## src/rtl/t_table_reader.sv

```systemverilog
// t_table_reader: streams the T(0,i) table out of BRAM over a valid/ready port.
// Reads are issued only against free FIFO credit, so BRAM latency and downstream
// backpressure never drop or duplicate an entry.
// Optional build macro: T_READER_RESCALE_EN (saturating x4 rescale of every lane).
module t_table_reader #(
    parameter int unsigned BIT_WIDTH    = 32,
    parameter int unsigned I            = 160,
    parameter int unsigned READ_LATENCY = 2
) (
    input  logic                 clk_in,
    input  logic                 rst_in,
    input  logic                 start_in,
    output logic                 bram_en_out,
    output logic [$clog2(I)-1:0] bram_addr_out,
    input  logic [BIT_WIDTH-1:0] bram_data_0_in,
    input  logic [BIT_WIDTH-1:0] bram_data_1_in,
    input  logic [BIT_WIDTH-1:0] bram_data_2_in,
    output logic                 out_valid,
    input  logic                 out_ready,
    output logic [BIT_WIDTH-1:0] out_data_0,
    output logic [BIT_WIDTH-1:0] out_data_1,
    output logic [BIT_WIDTH-1:0] out_data_2,
    output logic [$clog2(I)-1:0] out_index,
    output logic                 out_last,
    output logic                 busy_out,
    output logic                 done_out
);

    localparam int unsigned AW         = $clog2(I);
    localparam int unsigned FIFO_DEPTH = READ_LATENCY + 2;
    localparam int unsigned CW         = $clog2(FIFO_DEPTH + 1);
    localparam logic [AW-1:0] LAST_IDX = AW'(I - 1);

    typedef enum logic [1:0] {
        ST_IDLE  = 2'd0,
        ST_FETCH = 2'd1,
        ST_DRAIN = 2'd2
    } state_t;

    typedef struct packed {
        logic [AW-1:0]        idx;
        logic [BIT_WIDTH-1:0] d2;
        logic [BIT_WIDTH-1:0] d1;
        logic [BIT_WIDTH-1:0] d0;
    } entry_t;

    // Optional saturating <<2 that undoes the writer's divide-by-4.
    function automatic logic [BIT_WIDTH-1:0] lane_fix(input logic [BIT_WIDTH-1:0] x);
`ifdef T_READER_RESCALE_EN
        logic [2:0] top;
        top = x[BIT_WIDTH-1 -: 3];
        if (top == 3'b000 || top == 3'b111) begin
            return {x[BIT_WIDTH-3:0], 2'b00};
        end else if (!x[BIT_WIDTH-1]) begin
            return {1'b0, {(BIT_WIDTH-1){1'b1}}};
        end else begin
            return {1'b1, {(BIT_WIDTH-1){1'b0}}};
        end
`else
        return x;
`endif
    endfunction

    state_t          state_q;
    state_t          state_d;
    logic            issue_d;
    logic [AW-1:0]   addr_d;
    logic            done_d;
    logic            has_credit;
    logic [CW-1:0]   occ_q;
    logic [CW-1:0]   occ_d;

    logic [READ_LATENCY-1:0] tag_vld_q;
    logic [AW-1:0]           tag_idx_q [READ_LATENCY];

    entry_t          fifo_q [FIFO_DEPTH];
    entry_t          fifo_d [FIFO_DEPTH];
    entry_t          wr_entry;
    logic [CW-1:0]   cnt_q;
    logic [CW-1:0]   cnt_d;
    logic [CW-1:0]   cnt_after_pop;
    logic            push;
    logic            pop;

    assign push = tag_vld_q[READ_LATENCY-1];
    assign pop  = out_valid & out_ready;

    // occ counts every word issued but not yet popped (in flight or queued);
    // the decision is for next cycle's issue, so this cycle's pop frees a slot.
    assign has_credit = (occ_q - CW'(pop)) < CW'(FIFO_DEPTH);

    // Next-state, issue and completion decisions.
    always_comb begin
        state_d = state_q;
        issue_d = 1'b0;
        addr_d  = bram_addr_out;
        done_d  = 1'b0;
        case (state_q)
            ST_IDLE: begin
                if (start_in) begin
                    issue_d = 1'b1;
                    addr_d  = '0;
                    state_d = ST_FETCH;
                end
            end
            ST_FETCH: begin
                if (has_credit) begin
                    issue_d = 1'b1;
                    addr_d  = bram_addr_out + AW'(1);
                    if (addr_d == LAST_IDX) begin
                        state_d = ST_DRAIN;
                    end
                end
            end
            ST_DRAIN: begin
                if (pop && (fifo_q[0].idx == LAST_IDX)) begin
                    done_d  = 1'b1;
                    state_d = ST_IDLE;
                end
            end
            default: begin
                state_d = ST_IDLE;
            end
        endcase
    end

    assign occ_d = occ_q + CW'(issue_d) - CW'(pop);

    // FSM state, BRAM request and status registers.
    always_ff @(posedge clk_in or posedge rst_in) begin
        if (rst_in) begin
            state_q       <= ST_IDLE;
            occ_q         <= '0;
            bram_en_out   <= 1'b0;
            bram_addr_out <= '0;
            busy_out      <= 1'b0;
            done_out      <= 1'b0;
        end else begin
            state_q       <= state_d;
            occ_q         <= occ_d;
            bram_en_out   <= issue_d;
            bram_addr_out <= addr_d;
            busy_out      <= (state_d != ST_IDLE);
            done_out      <= done_d;
        end
    end

    // Valid/index tags that travel alongside each outstanding BRAM read.
    always_ff @(posedge clk_in or posedge rst_in) begin
        if (rst_in) begin
            tag_vld_q <= '0;
            for (int unsigned k = 0; k < READ_LATENCY; k++) begin
                tag_idx_q[k] <= '0;
            end
        end else begin
            tag_vld_q[0] <= bram_en_out;
            tag_idx_q[0] <= bram_addr_out;
            for (int unsigned k = 1; k < READ_LATENCY; k++) begin
                tag_vld_q[k] <= tag_vld_q[k-1];
                tag_idx_q[k] <= tag_idx_q[k-1];
            end
        end
    end

    // Returning word; the rescale is applied on entry so the head stays a plain register.
    always_comb begin
        wr_entry     = '0;
        wr_entry.idx = tag_idx_q[READ_LATENCY-1];
        wr_entry.d0  = lane_fix(bram_data_0_in);
        wr_entry.d1  = lane_fix(bram_data_1_in);
        wr_entry.d2  = lane_fix(bram_data_2_in);
    end

    // Shift-style FIFO: entry 0 is always the head, so outputs come straight from flops.
    always_comb begin
        fifo_d        = fifo_q;
        cnt_after_pop = cnt_q - CW'(pop);
        if (pop) begin
            for (int unsigned k = 0; k < FIFO_DEPTH - 1; k++) begin
                fifo_d[k] = fifo_q[k+1];
            end
        end
        if (push) begin
            for (int unsigned k = 0; k < FIFO_DEPTH; k++) begin
                if (cnt_after_pop == CW'(k)) begin
                    fifo_d[k] = wr_entry;
                end
            end
        end
        cnt_d = cnt_after_pop + CW'(push);
    end

    // FIFO storage plus registered valid/last flags for the head.
    always_ff @(posedge clk_in or posedge rst_in) begin
        if (rst_in) begin
            for (int unsigned k = 0; k < FIFO_DEPTH; k++) begin
                fifo_q[k] <= '0;
            end
            cnt_q     <= '0;
            out_valid <= 1'b0;
            out_last  <= 1'b0;
        end else begin
            fifo_q    <= fifo_d;
            cnt_q     <= cnt_d;
            out_valid <= (cnt_d != '0);
            out_last  <= (cnt_d != '0) && (fifo_d[0].idx == LAST_IDX);
        end
    end

    assign out_data_0 = fifo_q[0].d0;
    assign out_data_1 = fifo_q[0].d1;
    assign out_data_2 = fifo_q[0].d2;
    assign out_index  = fifo_q[0].idx;

    // The credit scheme must never let a returning word find the FIFO full.
    fifo_no_overflow: assert property (@(posedge clk_in) disable iff (rst_in)
        !(push && (cnt_after_pop == CW'(FIFO_DEPTH))));

endmodule

```

## config.mk

```make
export PLATFORM = sky130hd
export DESIGN_NAME = t_table_reader
export DESIGN_NICKNAME = d
export VERILOG_FILES = /design/src/rtl/t_table_reader.sv
export SDC_FILE = /design/constraint.sdc
export NUM_CORES = 1
export LEC_CHECK = 0
export BUFFER_PORTS_ARGS = -buffer_cell sky130_fd_sc_hd__buf_2
export CAP_MARGIN = 20
export CORE_ASPECT_RATIO = 0.6
export CORE_MARGIN = 1
export CORE_UTILIZATION = 28
export DETAILED_ROUTE_END_ITERATION = 6
export GPL_ROUTABILITY_DRIVEN = 0
export MAX_ROUTING_LAYER = met4
export SLEW_MARGIN = 10
export SYNTH_ARGS = -nofsm -noshare
export SYNTH_HDL_FRONTEND = slang
export SYNTH_SLANG_ARGS = --single-unit
export TNS_END_PERCENT = 100
```

## constraint.sdc

```tcl
create_clock -name clk_in -period 23.3 [get_ports clk_in]
set_clock_uncertainty 0.2 [all_clocks]
set_input_delay 6.99 -clock clk_in [delete_from_list [all_inputs] [get_ports clk_in]]
set_output_delay 6.99 -clock clk_in [all_outputs]
set_load 0.01 [all_outputs]
```

Word level (Yosys, flattened, before mapping)

Cells that the tools add are included.

Bits in registers: 455
Output and inout port bits: 117
Word-level logic and storage cells: 74

Add/subtract/negate cells: 6
Order comparisons: 1
Equal/unequal tests: 10
Multiplexer cells: 19
Bitwise operators: 1
Reductions and logical operators: 9

Operators with widths:

| kind                  | number |
|---|---|
| $mux W104             | 4 |
| $mux W416             | 1 |
| $mux W312             | 1 |
| $eq A8 B8 Y1 const B  | 3 |
| $mux W8               | 2 |
| $pmux W8 S2           | 1 |
| $sub A3 B1 Y3         | 3 |
| $add A8 B1 Y8 const B | 1 |
| $mux W2               | 4 |
| $add A3 B1 Y3         | 2 |
| $eq A3 B2 Y1 const B  | 2 |
| $pmux W2 S3           | 1 |
| $mux W1               | 4 |
| $ne A2 B2 Y1 const B  | 2 |
| $reduce_bool A2 Y1    | 2 |
| $eq A3 B1 Y1 const B  | 1 |
| $logic_not A3 Y1      | 1 |
| $lt A3 B3 Y1 const B  | 1 |
| $reduce_and A3 Y1     | 1 |
| $reduce_bool A3 Y1    | 1 |
| $eq A2 B1 Y1 const B  | 1 |
| $eq A2 B2 Y1 const B  | 1 |
| $logic_and A1 B1 Y1   | 2 |
| $logic_not A2 Y1      | 1 |
| other kinds (3)       | 3 |

Longest topological paths before layout

Gate-level depths: netlist of the first run.

Word-level depth: 7
Depth in mapped cells: 15
Mapped depth without buffers: 12

Worst setup path before layout of the first run

Ideal clock, no wire load.

Path kind: input-to-reg
Start: in out_ready
End: reg occ_q[2]
Setup time: 0.080 ns
Arrival: 9.689 ns
Data required time: 23.020 ns
Slack: 13.331 ns
Stages: 15
Buffers on the path: 3
Cell sequence: nand2_1 inv_1 buf_2 clkbuf_1 ha_1 ha_1 xnor2_1 nand3_1 a21boi_0 clkbuf_1 inv_1 ha_1 fa_1 xnor2_1 xnor2_1

Word-level cells in the longest chain between the ends: 7

Ends and longest elaborated chain:

| element              | line | source |
|---|---|---|
| start, declared      | 19   | `input logic out_ready,` |
| $and A1 B1 Y1        | 86   | `assign pop = out_valid & out_ready;` |
| $sub A3 B1 Y3        | 90   | `assign has_credit = (occ_q - CW'(pop)) < CW'(FIFO_DEPTH);` |
| $lt A3 B3 Y1         | 90   |  |
| $mux W1              | 107  | `if (has_credit) begin` |
| $pmux W1 S2          | 98   | `case (state_q)` |
| named net issue_d    | 66   | `logic issue_d;` |
| $add A3 B1 Y3        | 127  | `assign occ_d = occ_q + CW'(issue_d) - CW'(pop);` |
| $sub A3 B1 Y3        | 127  |  |
| named net occ_d[2]   | 71   | `logic [CW-1:0] occ_d;` |
| end signal, assigned | 133  | `occ_q <= '0;` |
| end signal, assigned | 140  | `occ_q <= occ_d;` |
| end, declared        | 70   | `logic [CW-1:0] occ_q;` |

The timed path passes the listed nets, and every way through them passes these cells.
A chain may end at the register's enable or synchronous reset.

==> impl_metrics.tcl, run 1 <==
set metrics [dict create \
    status "finished clean" \
    cp.arrival_ps 10490 \
    r2r_cells 9 \
    cp-end-kind "flop" \
    finalHoldViolations 0 \
    pre_cts_ws_ps 12380 \
    synth_edf_count 0 \
    syn_area_per_cell_um2 9.29 \
    setup_ws_ps 13010 \
    overflow 0 \
    synthArstFlopShare 1.00 \
    synth_ff_type "dfrtp_1" \
    syn-cell-area_um2 20100 \
    htreeDepth 2 \
    cts_buffer_depth 3 \
    path_class "in2reg" \
    grtUsageMet1 0.210 \
    io_pins 217 \
    final_cell_mix "nand2_1, dfrtp_1, nor2_1, a31oi_1, buf_2" \
    seq_area_frac_synth 0.565 \
    whs_path_depth 0 \
    wire_per_inst_um 15.5 \
    wirelength_mm 49.5 \
    area_growth_pct 13.3 \
    drt_iter0_drc 1376 \
    leakage_nw 11.0 \
    rr_startpoint "out_valid$_DFF_PP0_" \
    dp_hpwl_mm 29.6 \
    drv_cap 0 \
    clk_latency_ps 590 \
    firstDrtPassIters 7 \
    rows 75 \
    met3_usage 0.0286 \
    cts.sinks 455 \
    track_usage 0.140 \
    core_um2 70600 \
    drive_gt1_frac 0.165 \
    grt_pass1_vias 13900 \
    dieArea_um2 73100 \
    clk_pin_slew_worst_paths_ps 70 \
    die_y_um 210 \
    utilization 0.324 \
    crit_required_ps 23510 \
    holdBufCountCts 0 \
    grt_pass1_wl_mm 80.2 \
    syn_inst 2168 \
    drc 0 \
    setup_tns_ps 0 \
    dpl.cell_count 3111 \
    syn_nets 2278 \
    start_kind "input port" \
    antenna_found_initial 2 \
    grt-busiest-layer "met1" \
    peakVddDrop_v 0.0000457 \
    holdPathEnd "tag_idx_q[6]$_DFF_PP0_" \
    ctsResizeCount 0 \
    fillCellCount 7290 \
    ant_nets 0 \
    ys_types 37 \
    post-route-min-period_ps 10290 \
    postCtsSetupBuffers 0 \
    port_buffers 216 \
    hold_path_class "reg2reg" \
    ys_ff_latch 455 \
    finalSetupViolCount 0 \
    p_per_area_nw_per_um2 75.6 \
    min_from "tag_idx_q[14]$_DFF_PP0_" \
    cts_buffers 47 \
    root_buffer "clkbuf_16" \
    rsz0062_at_grt "no" \
    cts_tree "yes" \
    finalCritPeriodShare 0.441 \
    final_common_cell "nand2_1" \
    grt_use_met2 0.187 \
    fin_nets 2309 \
    die_w_um 348 \
    grt_max_degree 190 \
    relSlewSlack 0.289 \
    worst_pin_slew_ps 1070 \
    start_util 0.286 \
    rrSetupSlack_ps 18950 \
    fin_total_pwr_mw 1.73 \
    stdcell_count 3201 \
    synth_warnings 0 \
    reg2reg_to "fifo_q[288]$_DFF_PP0_" \
    crit_path_max_fanout 130 \
    fmax_mhz 97.2 \
    drv_slew 0 \
    vias_per_cell 4.62 \
    vias 14800 \
]
## cell usage after synthesis (2+ instances only)
library cell  count  share of area
dfrtp_1         455           0.57
buf_1             7         0.0013
mux2_2           44          0.025
nand4_1           5         0.0016
buf_6             6         0.0034
buf_2            49          0.012
buf_4           105          0.039
o21ai_0          10         0.0025
a31oi_1         312          0.097
nand2b_1          3        0.00093
nand2_1         639           0.12
nor3_1            3        0.00074
ha_1              9         0.0056
o31ai_1           4         0.0015
clkbuf_1         89          0.017
xnor2_1           4         0.0017
mux2_1           60          0.034
inv_1            13         0.0024
and3_1            3        0.00093
nor2b_1           3        0.00093
nand3_1          10         0.0025
nor2_1          319          0.059
o22ai_1           2        0.00062
## state kept, by name, indices dropped and copies added (netlist names), 8 cells and up
register,flops
bram_addr_out,8
fifo_q,312
out_data_0,32
out_data_1,32
out_data_2,32
out_index,8
tag_idx_q,16
## critical path: stages
cell and delay, ps:
buf_2 100, nand2_4 270, inv_8 660, ha_1 280, ha_1 190, xnor2_2 140
nand4_1 140, buf_4 570, buf_4 790, a31oi_1 190
## area by class of cell
| type | instances | area, um2 | share of cell area |
|---|---|---|---|
| antenna | 1 | 2.50 | 0.000110 |
| clock buffer | 65 | 1370 | 0.0598 |
| clock inverter | 23 | 280 | 0.0123 |
| timing repair buffer | 238 | 1270 | 0.0557 |
| multi-input combinational | 1444 | 7260 | 0.318 |
| sequential | 455 | 11400 | 0.499 |
| inverter | 13 | 63.8 | 0.00279 |
| tap | 962 | 1200 | 0.0527 |
## cells by family after synthesis
logic type               Yosys count  synth area share
flip-flops                       455             0.565
buffers and inverters            269            0.0750
AND/OR/NAND/NOR                  990             0.188
adder cells (fa/ha/maj)           10           0.00658
AO/OA/AOI/OAI                    334             0.104
multiplexers                     104            0.0581
XOR/XNOR                           6           0.00298
## how the worst max path moves through the flow
stage          depth (start not counted)                           end  slack (ps)  startpoint
3_5_place_dp                          10            out_last$_DFF_PP0_       12380   out_ready
3_3_place_gp                           9         fifo_q[294]$_DFF_PP0_       12440   out_ready
6_report                              10         fifo_q[288]$_DFF_PP0_       13010   out_ready
4_1_cts                               10            out_last$_DFF_PP0_       13020   out_ready
5_1_grt                               11         fifo_q[290]$_DFF_PP0_       12700   out_ready
2_1_floorplan                          1  bram_addr_out[0]$_DFFE_PP0P_        3430      rst_in
## per-layer routing
metal	vias up	wire length (um)
li1	7236	-
met1	7160	25700
met2	327	20000
met3	65	2710
met4	0	1020
met5	-	0
## per-stage QoR
stage               hold slack (ps)  instance area, um2
floorplan                       131               20100
global placement                133               21200
detailed placement              135               21200
CTS                             151               22800
global route                    163               22800
finish                          150               22800
## where the power goes
group | switching (mW) | internal, mW
registers | 0.00341 | 0.796
clock network | 0.339 | 0.460
logic | 0.104 | 0.0230
total | 0.447 | 1.28
Power figures use the tool's default switching activity.
==> run 2, diff against run 1 <==
==> constraint.sdc (replaced) <==
create_clock -name clk_in -period 8.7 [get_ports clk_in]
set_clock_uncertainty 0.2 [all_clocks]
set_input_delay 2.61 -clock clk_in [delete_from_list [all_inputs] [get_ports clk_in]]
set_output_delay 2.61 -clock clk_in [all_outputs]
set_load 0.01 [all_outputs]
==> run 2 against run 1 <==
Against the previous run:
- sequential power rose to 2.7 times the previous value
- critical path depth up 1
- core utilization fell by 0.10 points
- via count decreased by 0.13%
- first-iteration DRC count is 20% lower
- cell area is 0.31% lower
- worst setup slack worse by 10000 ps
- power rose to 2.6 times the previous value
- highest routed layer unchanged
- sequential share of layout area grew 0.16 points
- count of clock-buffer cells in the layout fell by 1
- flip-flop and latch count unchanged
==> impl_metrics.tcl, run 2 (synthesized netlist as in run 1, its figures left out) <==
set metrics [dict create \
    area_growth_pct 13.0 \
    holdBufCountCts 0 \
    switchingPower_mw 1.16 \
    fin_total_pwr_mw 4.52 \
    rrSetupSlack_ps 4280 \
    wirelength_mm 48.1 \
    cp-endpoint "fifo_q[27]$_DFFE_PP0P_" \
    firstDrtPassIters 6 \
    clk_pin_slew_worst_paths_ps 60 \
    internal_power_mw 3.36 \
    overflow 0 \
    largest-register "fifo_q" \
    finalCritPeriodShare 0.690 \
    final_common_cell "nand2_1" \
    track_usage 0.135 \
    pwr-share-clk 0.451 \
    pre_cts_ws_ps 1790 \
    design_area_um2 22800 \
    leakage_nw 11.0 \
    grt_pass1_vias 13500 \
    reg2reg_to "fifo_q[27]$_DFFE_PP0P_" \
    setup_ws_ps 2700 \
    cts_buffer_depth 3 \
    drt_iter0_drc 1106 \
    io_pins 217 \
    die_w_um 348 \
    seq_power_share 0.474 \
    dpl_cell_area_um2 21200 \
    rsz0062_at_grt "no" \
    cts.sinks 455 \
    fillCellCount 7359 \
    fin_nets 2311 \
    path_class "in2reg" \
    drv_slew 0 \
    port_buffers 216 \
    dieArea_um2 73100 \
    drive_gt1_frac 0.162 \
    crit_required_ps 8970 \
    switching_share 0.257 \
    htreeDepth 2 \
    post-route-min-period_ps 6000 \
    finalHoldViolations 0 \
    rr_startpoint "out_valid$_DFF_PP0_" \
    antenna_found_initial 4 \
    p_per_area_nw_per_um2 198 \
    combPwrFrac 0.075 \
    status "finished clean" \
    drc 0 \
    cp-startpoint "out_ready" \
    grt_pass1_wl_mm 77.3 \
    relSlewSlack 0.270 \
    die_y_um 210 \
    grt_max_degree 165 \
    fmax_mhz 167 \
    ctsResizeCount 0 \
    largest_reg_flops 312 \
    ant_nets 0 \
    drv_cap 0 \
    cts_buffers 47 \
    vias_per_cell 4.62 \
    hold_path_class "reg2reg" \
    r2r_cells 10 \
    wire_per_inst_um 15.0 \
    worst_pin_slew_ps 1090 \
    cp.arrival_ps 6270 \
    start_kind "input port" \
    final_cell_mix "nand2_1, dfrtp_1, nor2_1, a31oi_1, buf_2" \
    cp-end-kind "flop" \
    root_buffer "clkbuf_16" \
    start_util 0.286 \
    postCtsSetupBuffers 0 \
    rows 75 \
    cts_tree "yes" \
    core_um2 70600 \
    peakVddDrop_v 0.000139 \
    crit_path_max_fanout 105 \
    clk_latency_ps 590 \
    dp_hpwl_mm 29.5 \
    finalSetupViolCount 0 \
    vias 14800 \
]
run 2: changes by cell type in the layout (fill, tap and decap cells not counted), sizes merged:
cell      change
buf           +2
bufinv        -1
inv           -1
diode         +2
clkinv        +2
clkbuf        -1
clkinvlp      -5
run 2: power groups by stage:
stage	sequential (mW)	combinational [mW]	clock, mW
after floorplan	2.18	0.222	0
after global placement	2.18	0.345	0
after detailed placement	2.18	0.347	0
after CTS	2.14	0.348	2.10
after global routing	2.14	0.379	2.19
final	2.14	0.340	2.04
run 2: final cells by class:
class / instances / area, um2 / area share
Antenna cell: 3 / 7.51 / 0.000330
Timing Repair Buffer: 240 / 1310 / 0.0575
Tap cell: 962 / 1200 / 0.0529
Clock buffer: 64 / 1320 / 0.0580
Clock inverter: 18 / 215 / 0.00946
Sequential cell: 455 / 11400 / 0.500
Inverter: 13 / 60.1 / 0.00264
Multi-Input combinational cell: 1444 / 7260 / 0.319
run 2: worst min path at each step:
stage	start	end	slack, ps	cells after the start
detailed placement	tag_idx_q[11]$_DFF_PP0_	tag_idx_q[3]$_DFF_PP0_	140	0
floorplan	tag_idx_q[8]$_DFF_PP0_	tag_idx_q[0]$_DFF_PP0_	130	0
finish	tag_idx_q[11]$_DFF_PP0_	tag_idx_q[3]$_DFF_PP0_	150	0
CTS	tag_idx_q[11]$_DFF_PP0_	tag_idx_q[3]$_DFF_PP0_	150	0
global placement	tag_vld_q[0]$_DFF_PP0_	tag_vld_q[1]$_DFF_PP0_	130	0
global route	tag_idx_q[11]$_DFF_PP0_	tag_idx_q[3]$_DFF_PP0_	150	0
run 2: critical path: stages:
cell and delay [ps]:
buf_2 110, nand2_4 470, inv_8 380, ha_1 320, ha_1 210, xnor2_2 310
nand2_1 140, nor3_4 150, buf_4 480, buf_4 630, mux2_1 390
run 2: layer usage:
layer  vias up  track usage  part of all wire
li1       7210            -                 -
met1      7172        0.204              0.51
met2       325        0.180              0.41
met3        62       0.0265             0.055
met4         0       0.0378             0.019
met5         -            -                 0
run 2: metrics by stage:
step / hold slack (ps) / instances / utilization / setup TNS, ps
final: 146 / 3199 / 0.323 / 0
after detailed placement: 136 / 3113 / 0.301 / 0
after global routing: 152 / 3199 / 0.323 / 0
after global placement: 132 / 3113 / 0.301 / 0
after CTS: 149 / 3195 / 0.322 / 0
after floorplan: 131 / 2168 / - / -120600
